## config.mk

```make
export PLATFORM = sky130hd
export DESIGN_NAME = adc_stream_packetizer
export DESIGN_NICKNAME = d
export VERILOG_FILES = /design/src/rtl/adc_stream_packetizer.sv
export SDC_FILE = /design/constraint.sdc
export NUM_CORES = 1
export LEC_CHECK = 0
export BUFFER_PORTS_ARGS = -buffer_cell sky130_fd_sc_hd__buf_2
export CAP_MARGIN = 20
export CORE_MARGIN = 3
export CORE_UTILIZATION = 40
export CTS_BUF_LIST = sky130_fd_sc_hd__clkbuf_4
export CTS_CLUSTER_SIZE = 40
export DETAILED_ROUTE_END_ITERATION = 10
export PLACE_DENSITY_LB_ADDON = 0.15
export SYNTH_ARGS = -nofsm -noshare
export SYNTH_HDL_FRONTEND = slang
export SYNTH_SLANG_ARGS = --single-unit
```

## constraint.sdc

```tcl
create_clock -name clk -period 5.9 [get_ports clk]
set_input_delay 0.885 -clock clk [delete_from_list [all_inputs] [get_ports clk]]
set_output_delay 0.885 -clock clk [all_outputs]
set_load 0.005 [all_outputs]
```

## src/rtl/adc_stream_packetizer.sv

```systemverilog
// ADC sample packetizer: decimates multi-channel ADC beats and emits fixed-size
// AXI-Stream packets through a small buffer with fully registered stream outputs.
module adc_stream_packetizer #(
  parameter int unsigned NUM_CH     = 2,
  parameter int unsigned DATA_W     = 16,
  parameter int unsigned FIFO_DEPTH = 16,
  parameter int unsigned CNT_W      = 32
) (
  input  logic                     clk,
  input  logic                     resetn,
  input  logic [NUM_CH*DATA_W-1:0] s_data,
  input  logic                     s_valid,
  input  logic                     start,
  input  logic                     abort,
  input  logic [CNT_W-1:0]         pkt_size,
  input  logic [7:0]               decim,
  output logic [NUM_CH*DATA_W-1:0] m_axis_tdata,
  output logic                     m_axis_tvalid,
  input  logic                     m_axis_tready,
  output logic                     m_axis_tlast,
  output logic                     busy,
  output logic                     done,
  output logic                     overflow
);

  localparam int unsigned DW = NUM_CH * DATA_W;
  localparam int unsigned AW = $clog2(FIFO_DEPTH);

  typedef enum logic [1:0] {
    ST_IDLE  = 2'd0,
    ST_RUN   = 2'd1,
    ST_DRAIN = 2'd2
  } state_t;

  state_t           r_state;
  logic [CNT_W-1:0] r_pkt_size;
  logic [7:0]       r_decim;
  logic [7:0]       r_dec_cnt;
  logic [CNT_W-1:0] r_push_cnt;
  logic [CNT_W-1:0] r_pop_cnt;
  logic             r_overflow;
  logic [DW-1:0]    r_mem_data [FIFO_DEPTH];
  logic             r_mem_last [FIFO_DEPTH];
  logic [AW-1:0]    r_wptr;
  logic [AW-1:0]    r_rptr;
  logic [AW:0]      r_count;
  logic [DW-1:0]    r_tdata;
  logic             r_tlast;
  logic             r_tvalid;

  state_t           w_state_nxt;
  logic             w_start_ok;
  logic             w_flush;
  logic             w_sel;
  logic             w_full;
  logic             w_pop;
  logic             w_push;
  logic             w_last;
  logic             w_final;
  logic [AW-1:0]    w_rptr_inc;
  logic [AW:0]      w_count_nxt;
  logic [DW-1:0]    w_head_data;
  logic             w_head_last;
  logic             w_head_valid;

  // Control decode, next state and next head-of-buffer selection.
  always_comb begin
    w_state_nxt  = r_state;
    w_start_ok   = (r_state == ST_IDLE) && start && !abort && (pkt_size != {CNT_W{1'b0}});
    w_flush      = abort && (r_state != ST_IDLE);
    w_sel        = (r_state == ST_RUN) && s_valid && !abort && (r_dec_cnt == 8'd0);
    w_full       = (r_count == (AW+1)'(FIFO_DEPTH));
    w_pop        = r_tvalid && m_axis_tready;
    w_push       = w_sel && (!w_full || w_pop);
    w_last       = ((r_push_cnt + CNT_W'(1)) == r_pkt_size);
    w_final      = (r_state == ST_DRAIN) && w_pop && !abort &&
                   ((r_pop_cnt + CNT_W'(1)) == r_pkt_size);
    w_rptr_inc   = r_rptr + AW'(1);
    w_count_nxt  = r_count;
    w_head_data  = r_tdata;
    w_head_last  = r_tlast;
    w_head_valid = r_tvalid;

    case (r_state)
      ST_IDLE: begin
        if (w_start_ok) begin
          w_state_nxt = ST_RUN;
        end else begin
          w_state_nxt = ST_IDLE;
        end
      end
      ST_RUN: begin
        if (abort) begin
          w_state_nxt = ST_IDLE;
        end else if (w_push && w_last) begin
          w_state_nxt = ST_DRAIN;
        end else begin
          w_state_nxt = ST_RUN;
        end
      end
      ST_DRAIN: begin
        if (abort || w_final) begin
          w_state_nxt = ST_IDLE;
        end else begin
          w_state_nxt = ST_DRAIN;
        end
      end
      default: w_state_nxt = ST_IDLE;
    endcase

    case ({w_push, w_pop})
      2'b10:   w_count_nxt = r_count + (AW+1)'(1);
      2'b01:   w_count_nxt = r_count - (AW+1)'(1);
      default: w_count_nxt = r_count;
    endcase

    // The output register always mirrors the oldest entry; bypass covers an empty buffer.
    if (w_flush) begin
      w_count_nxt  = '0;
      w_head_data  = '0;
      w_head_last  = 1'b0;
      w_head_valid = 1'b0;
    end else if (w_pop) begin
      if (r_count > (AW+1)'(1)) begin
        w_head_data  = r_mem_data[w_rptr_inc];
        w_head_last  = r_mem_last[w_rptr_inc];
        w_head_valid = 1'b1;
      end else if (w_push) begin
        w_head_data  = s_data;
        w_head_last  = w_last;
        w_head_valid = 1'b1;
      end else begin
        w_head_data  = '0;
        w_head_last  = 1'b0;
        w_head_valid = 1'b0;
      end
    end else if (r_count == (AW+1)'(0)) begin
      if (w_push) begin
        w_head_data  = s_data;
        w_head_last  = w_last;
        w_head_valid = 1'b1;
      end else begin
        w_head_data  = '0;
        w_head_last  = 1'b0;
        w_head_valid = 1'b0;
      end
    end else begin
      w_head_data  = r_tdata;
      w_head_last  = r_tlast;
      w_head_valid = r_tvalid;
    end
  end

  // State, capture counters, buffer pointers and registered stream outputs.
  always_ff @(posedge clk or negedge resetn) begin
    if (!resetn) begin
      r_state    <= ST_IDLE;
      r_pkt_size <= '0;
      r_decim    <= 8'd0;
      r_dec_cnt  <= 8'd0;
      r_push_cnt <= '0;
      r_pop_cnt  <= '0;
      r_overflow <= 1'b0;
      r_wptr     <= '0;
      r_rptr     <= '0;
      r_count    <= '0;
      r_tdata    <= '0;
      r_tlast    <= 1'b0;
      r_tvalid   <= 1'b0;
    end else begin
      r_state  <= w_state_nxt;
      r_count  <= w_count_nxt;
      r_tdata  <= w_head_data;
      r_tlast  <= w_head_last;
      r_tvalid <= w_head_valid;
      if (w_flush) begin
        r_wptr <= '0;
        r_rptr <= '0;
      end else begin
        if (w_push) begin
          r_wptr <= r_wptr + AW'(1);
        end
        if (w_pop) begin
          r_rptr <= w_rptr_inc;
        end
      end
      if (w_start_ok) begin
        r_pkt_size <= pkt_size;
        r_decim    <= decim;
        r_dec_cnt  <= 8'd0;
        r_push_cnt <= '0;
        r_pop_cnt  <= '0;
        r_overflow <= 1'b0;
      end else begin
        if (w_sel && w_full && !w_pop) begin
          r_overflow <= 1'b1;
        end
        if (w_push) begin
          r_push_cnt <= r_push_cnt + CNT_W'(1);
        end
        if (w_pop) begin
          r_pop_cnt <= r_pop_cnt + CNT_W'(1);
        end
        // Decimation phase advances on every valid sample, kept or dropped.
        if ((r_state == ST_RUN) && s_valid && !abort) begin
          if ((r_decim <= 8'd1) || (r_dec_cnt == (r_decim - 8'd1))) begin
            r_dec_cnt <= 8'd0;
          end else begin
            r_dec_cnt <= r_dec_cnt + 8'd1;
          end
        end
      end
    end
  end

  // Buffer storage needs no reset: outputs are driven only from the head register.
  always_ff @(posedge clk) begin
    if (w_push) begin
      r_mem_data[r_wptr] <= s_data;
      r_mem_last[r_wptr] <= w_last;
    end
  end

  assign m_axis_tdata  = r_tdata;
  assign m_axis_tvalid = r_tvalid;
  assign m_axis_tlast  = r_tlast;
  assign busy          = (r_state != ST_IDLE);
  assign done          = w_final;
  assign overflow      = r_overflow;

endmodule
```

==> results of run 1 <==
-- per-layer routing --
metal / track usage, % / routed length (microns) / up-vias / share of wire [%]
met2: 32.6 / 37500 / 428 / 50
met5: 0 / 20 / - / 0.027
met1: 26.1 / 32500 / 9147 / 43
li1: - / - / 7916 / -
met3: 4.29 / 3720 / 114 / 4.9
met4: 6.24 / 1450 / 2 / 1.9
-- per-stage QoR --
stage,TNS (ns),worst slack [ns]
2_1_floorplan,-16.83,-0.128
3_3_place_gp,0,1.46
3_5_place_dp,0,1.42
4_1_cts,0,0.351
5_1_grt,0,0.270
6_report,0,0.587
-- registers in the layout (all words and copies together) (netlist names) --
| name | cells |
|---|---|
| m_axis_tdata | 32 |
| m_axis_tlast | 1 |
| m_axis_tvalid | 1 |
| overflow | 1 |
| r_count | 5 |
| r_dec_cnt | 8 |
| r_decim | 8 |
| r_mem_data | 512 |
| r_mem_last | 16 |
| r_pkt_size | 32 |
| r_pop_cnt | 32 |
| r_push_cnt | 32 |
| r_rptr | 4 |
| r_state | 2 |
| r_wptr | 4 |
-- kinds of logic after synthesis --
logic type | count (synthesis)
buf+inv | 136
fa+ha+maj | 14
simple gates | 477
compound gates | 191
flops | 690
mux | 208
xor+xnor | 155
-- timing repair --
| item | CTS | global route |
|---|---|---|
| buffers inserted | 0 | 0 |
| hold buffers | 25 | 0 |
| endpoints found under the setup margin | 0 | 0 |
| endpoints found under the hold margin | 101 | 0 |
-- area by class of cell --
cell class / count / area (sq um)
Inverter: 21 / 78.8
Clock buffer: 267 / 2000
Tap cell: 959 / 1200
Multi-Input combinational cell: 1045 / 9500
Timing Repair Buffer: 186 / 1280
Clock inverter: 59 / 389
Sequential cell: 690 / 19900
Fill cell: 6470 / 39000
Antenna cell: 4 / 10.0
-- how the worst max path moves through the flow --
stage	startpoint	endpoint	slack (ns)
after global placement	abort	r_mem_data[15][20]	1.46
after floorplan	abort	r_mem_data[0][0]	-0.13
final	r_pop_cnt[2]	done	0.59
after CTS	r_pop_cnt[2]	done	0.35
after global routing	r_pop_cnt[2]	done	0.27
after detailed placement	abort	r_mem_data[15][20]	1.42
-- cell usage after synthesis (4+ instances only) --
cell type	n
a211oi_1	5
nand3_1	45
and2_1	8
dfrtp_1	162
nor4_1	32
clkbuf_1	91
inv_1	21
or2_2	4
edfxtp_1	528
a211o_1	5
nor2b_1	5
a21oi_1	64
ha_1	14
a31oi_1	7
xnor2_1	87
nand2b_1	7
xor2_1	68
o21ai_0	73
mux2_2	38
nand4_1	27
buf_1	14
buf_2	8
nor4_2	4
mux4_2	165
mux2i_1	5
nor3_1	38
nand2_1	94
a21o_1	4
nor4b_1	6
and4_1	5
nand3b_1	4
nor2_1	113
o31ai_1	6
and3_1	49
or3_1	17
-- power breakdown --
group	internal, mW	switching, mW	total [mW]	leakage, nW
Combinational	0.923	1.15	2.07	3.64
Clock	2.23	2.01	4.24	1.41
Sequential	5.39	0.224	5.61	6.89
-- worst max-delay path, cell delays in order, from the launching register on --
cell,delay [ns]
dfrtp_1,0.45
nand3_1,0.40
or3_1,0.66
or4_1,0.56
a31o_2,0.24
o21ai_0,0.20
o221ai_1,0.17
nor4_2,0.54
buf_2,0.22
==> results.json, run 1 <==
{
  "layout_common_cells": "528 x edfxtp_1, 267 x clkbuf_4, 165 x mux4_2",
  "synth_simple_gate_area_share_pct": 8.38,
  "fp.dieArea_sq_um": 77700,
  "synthesis.instances": 1871,
  "coreArea_sq_um": 73300,
  "cts_max_path_buffers": 3,
  "rows": 99,
  "clk_pin_slew_ns": 0.06,
  "cts_root_buffer": "clkbuf_4",
  "cts_resized": 0,
  "cts_buffers": 183,
  "synth_xor_area_share_pct": 4.56,
  "start_kind": "flip-flop",
  "antenna_found_initial": 3,
  "synthMuxAreaShare_pct": 14.1,
  "holdPathStages": 2,
  "overflow": 0,
  "r2r_cells": 10,
  "hold-worst-slack_ns": 0.168,
  "synth_top_family_by_area": "multiplexers",
  "clkLatencyLatePin_ns": 1.03,
  "dr_total_vias": 17600,
  "regToRegSetupSlack_ns": 1.96,
  "rsz0062_at_grt": "no",
  "yosysSeqAreaShare_pct": 66.9,
  "gp_congestion": 0.868,
  "crit_fanout": 11,
  "finalClockSkew_ns": 0.0703,
  "period_needed_ns": 5.31,
  "max_slew_margin_pct": 36.8,
  "synth_area_per_cell_sq_um": 15.9,
  "crit_arrival_ns": 4.43,
  "finalInstanceArea_sq_um": 34400,
  "p_per_area_nw_per_um2": 347,
  "dp_cells": 2875,
  "avgRoutedWirePerCell_microns": 23.3,
  "slew_violations": 0,
  "crit_required_ns": 5.02,
  "syn_area_sq_um": 29800,
  "total_power_mw": 11.9,
  "placedInstanceArea_sq_um": 31700,
  "initialDrtViolationCount": 1192,
  "leakage_nw": 11.9,
  "synth-async-reset-ratio_pct": 23.5,
  "min_period_over_period_pct": 90.0,
  "min_path_type": "input pin to flip-flop",
  "grt_max_degree": 106,
  "fin_nets": 2219,
  "cts_tree": "done",
  "ys_top_cells_by_area": "edfxtp_1 53%, dfrtp_1 14%, mux4_2 12%",
  "holdPathEnd": "r_pkt_size[4]",
  "drt_wl_total_microns": 75200,
  "drc_errors": 0,
  "yosys_warnings": 0,
  "synth-main-ff-cell": "edfxtp_1",
  "grt.total_usage_pct": 19.7,
  "hp-start": "pkt_size[4]",
  "synthAdderAreaFrac_pct": 0.588,
  "clock-sinks": 690,
  "crit_type": "flip-flop to output port",
  "ant_nets": 0,
  "start_util_pct": 40.6,
  "grt_pass1_wl_microns": 115000,
  "dp_hpwl_microns": 45500,
  "ys_ff_latch": 690,
  "yosysTopAreaCellShare_pct": 53.3,
  "synth-compound-area-share_pct": 3.75,
  "fin_cells": 3231,
  "worst_pin_slew_ns": 0.948,
  "io_pins": 115,
  "grt_pass1_vias": 18400,
  "ir_drop_mv": 0.218,
  "synth_fp_nets": 1963,
  "yosysTopAreaCell": "edfxtp_1",
  "die-height_microns": 279,
  "io_buffers": 114,
  "utilization_pct": 46.9,
  "drt_pass1_iterations": 5,
  "final_common_cell": "edfxtp_1",
  "hold_viol_final": 0,
  "drive_gt1_share_pct": 30.6,
  "cap_violations": 0,
  "h-tree-depth": 4,
  "cp-end-kind": "output port",
  "finalSetupViolCount": 0,
  "synth_cell_types": 67,
  "rr_startpoint": "r_dec_cnt[0]",
  "via_per_inst": 5.45,
  "synth_edf_count": 528,
  "r2r-end": "r_mem_data[15][30]",
  "die_x_microns": 279,
  "syn_to_final_growth_pct": 15.5,
  "fmax_mhz": 188,
  "outcome": "completed"
}
Note: power is estimated with default switching activity, not from simulation.
==> run 2: changes to the inputs <==
--- a/config.mk
+++ b/config.mk
@@ -12,7 +12,6 @@
 export CTS_BUF_LIST = sky130_fd_sc_hd__clkbuf_4
 export CTS_CLUSTER_SIZE = 40
 export DETAILED_ROUTE_END_ITERATION = 10
-export PLACE_DENSITY_LB_ADDON = 0.15
 export SYNTH_ARGS = -nofsm -noshare
 export SYNTH_HDL_FRONTEND = slang
 export SYNTH_SLANG_ARGS = --single-unit
==> run 2 against run 1 <==
Compared with the run above: die area unchanged; critical endpoint unchanged; highest routed layer unchanged; cell area down 0.96%; critical path type unchanged; non-clock buffer count shrank 30.
==> results.json, run 2 (synthesis results as in run 1) <==
{
  "utilization_pct": 46.4,
  "wirelength_met1_microns": 30800,
  "placedInstanceArea_sq_um": 31600,
  "layout_common_cells": "528 x edfxtp_1, 263 x clkbuf_4, 165 x mux4_2",
  "period_needed_ns": 5.27,
  "antenna_found_initial": 7,
  "pre_cts_ws_ns": 1.30,
  "drt_pass1_iterations": 8,
  "grt.total_usage_pct": 19.2,
  "clock-sinks": 690,
  "rows": 99,
  "max_stage_delay_ns": 0.64,
  "min_period_over_period_pct": 89.3,
  "crit_required_ns": 5.02,
  "dr_total_vias": 17700,
  "grt_pass1_vias": 18600,
  "die_x_microns": 279,
  "slew_violations": 0,
  "cts_buffers": 181,
  "clkLatencyLatePin_ns": 1.03,
  "crit_type": "flip-flop to output port",
  "grt_max_degree": 91,
  "top_register": "r_mem_data",
  "hold_viol_final": 0,
  "grt_pass1_wl_microns": 113000,
  "start_kind": "flip-flop",
  "avgRoutedWirePerCell_microns": 23.0,
  "coreArea_sq_um": 73300,
  "dp_hpwl_microns": 43500,
  "via_per_inst": 5.50,
  "ant_nets": 0,
  "slowest_stage": "or3_1",
  "final_common_cell": "edfxtp_1",
  "fin_nets": 2187,
  "drc_errors": 0,
  "crit_chain": "nand3_1 > or3_1 > or4_1 > a31o_2 > o21ai_0 > o221ai_1 > nor4_2 > buf_2",
  "wl_met2_microns": 36800,
  "cap_violations": 0,
  "leakage_nw": 11.8,
  "gp_congestion": 0.880,
  "crit_arrival_ns": 4.38,
  "crit_fanout": 11,
  "die-height_microns": 279,
  "cpLargestDelayFamily": "simple AND/OR/NAND/NOR gates",
  "max_slew_margin_pct": 27.7,
  "ir_drop_mv": 0.236,
  "cts_tree": "done",
  "finalInstanceArea_sq_um": 34000,
  "clk_pin_slew_ns": 0.07,
  "syn_to_final_growth_pct": 14.4,
  "io_pins": 115,
  "top_layer": "met5",
  "drt_wl_total_microns": 73900,
  "cts_hold_buf": 1,
  "cp-end-kind": "output port",
  "rsz0062_at_grt": "no",
  "largest_register_ffs": 512,
  "drive_gt1_share_pct": 30.4,
  "cts_root_buffer": "clkbuf_4",
  "finalSetupViolCount": 0,
  "fmax_mhz": 190,
  "p_per_area_nw_per_um2": 345,
  "wl_met3_microns": 4540,
  "finalSetupTns_ns": 0,
  "initialDrtViolationCount": 1453,
  "cts_max_path_buffers": 3,
  "finalClockSkew_ns": 0.0732,
  "cts_resized": 0,
  "h-tree-depth": 4,
  "post_cts_buffers": 0,
  "io_buffers": 114,
  "overflow": 0,
  "outcome": "completed",
  "worst_pin_slew_ns": 1.07,
  "path_buf_inv": 1,
  "start_util_pct": 40.6,
  "regToRegSetupSlack_ns": 1.96,
  "setup_slack_ns": 0.630,
  "fp.dieArea_sq_um": 77700,
  "min_path_type": "input pin to flip-flop"
}
==> run 2: cell count changes in the layout (fill, tap and decap cells not counted), sizes merged <==
cell         delta
clkinvlp        -1
clkinv         +11
bufinv          -3
diode           +5
clkbuf          -5
dlygate4sd3    -24
buf             -5
inv             +4
==> run 2: final cells by class <==
cell class              instances  area [sq um]
fillers                      6496         39300
inverters                      21          78.8
clock inverters                70           355
well taps                     959          1200
flip-flops and latches        690         19900
clock buffers                 263          1970
diodes                          9          22.5
multi-input cells            1045          9500
repair buffers                156          1000
==> run 2: worst paths after layout <==
path                            startpoint              end  cells after the start
hold reg to reg            m_axis_tdata[8]  m_axis_tdata[8]                      2
setup / recovery              r_pop_cnt[2]             done                      8
min in group asynchronous           resetn  m_axis_tdata[5]                      2
hold / removal                pkt_size[20]   r_pkt_size[20]                      2
max in group asynchronous           resetn    r_pkt_size[7]                      3
setup reg to reg              r_dec_cnt[0]    r_mem_last[6]                     10
==> run 2: metal layers <==
| metal | GRT usage, % | vias up |
|---|---|---|
| met5 | 0 | - |
| met4 | 6.20 | 6 |
| met3 | 4.72 | 134 |
| met2 | 32.4 | 556 |
| met1 | 24.5 | 9098 |
| li1 | - | 7874 |
==> run 2: where the power goes <==
part / leakage, nW / total, mW / switching, mW / internal [mW]
logic: 3.50 / 2.04 / 1.13 / 0.902
clock network: 1.38 / 4.11 / 2.03 / 2.09
registers: 6.89 / 5.61 / 0.224 / 5.39
total: 11.8 / 11.8 / 3.38 / 8.38
==> run 2: through the flow <==
step / power (mW) / hold WS (ns) / std cells
3_5_place_dp: 7.77 / 0.465 / 2866
6_report: 11.8 / 0.133 / 3213
3_3_place_gp: 7.74 / 0.460 / 2865
2_1_floorplan: 6.99 / 0.473 / 1871
5_1_grt: 12.4 / 0.0382 / 3211
4_1_cts: 11.9 / 0.0122 / 3200
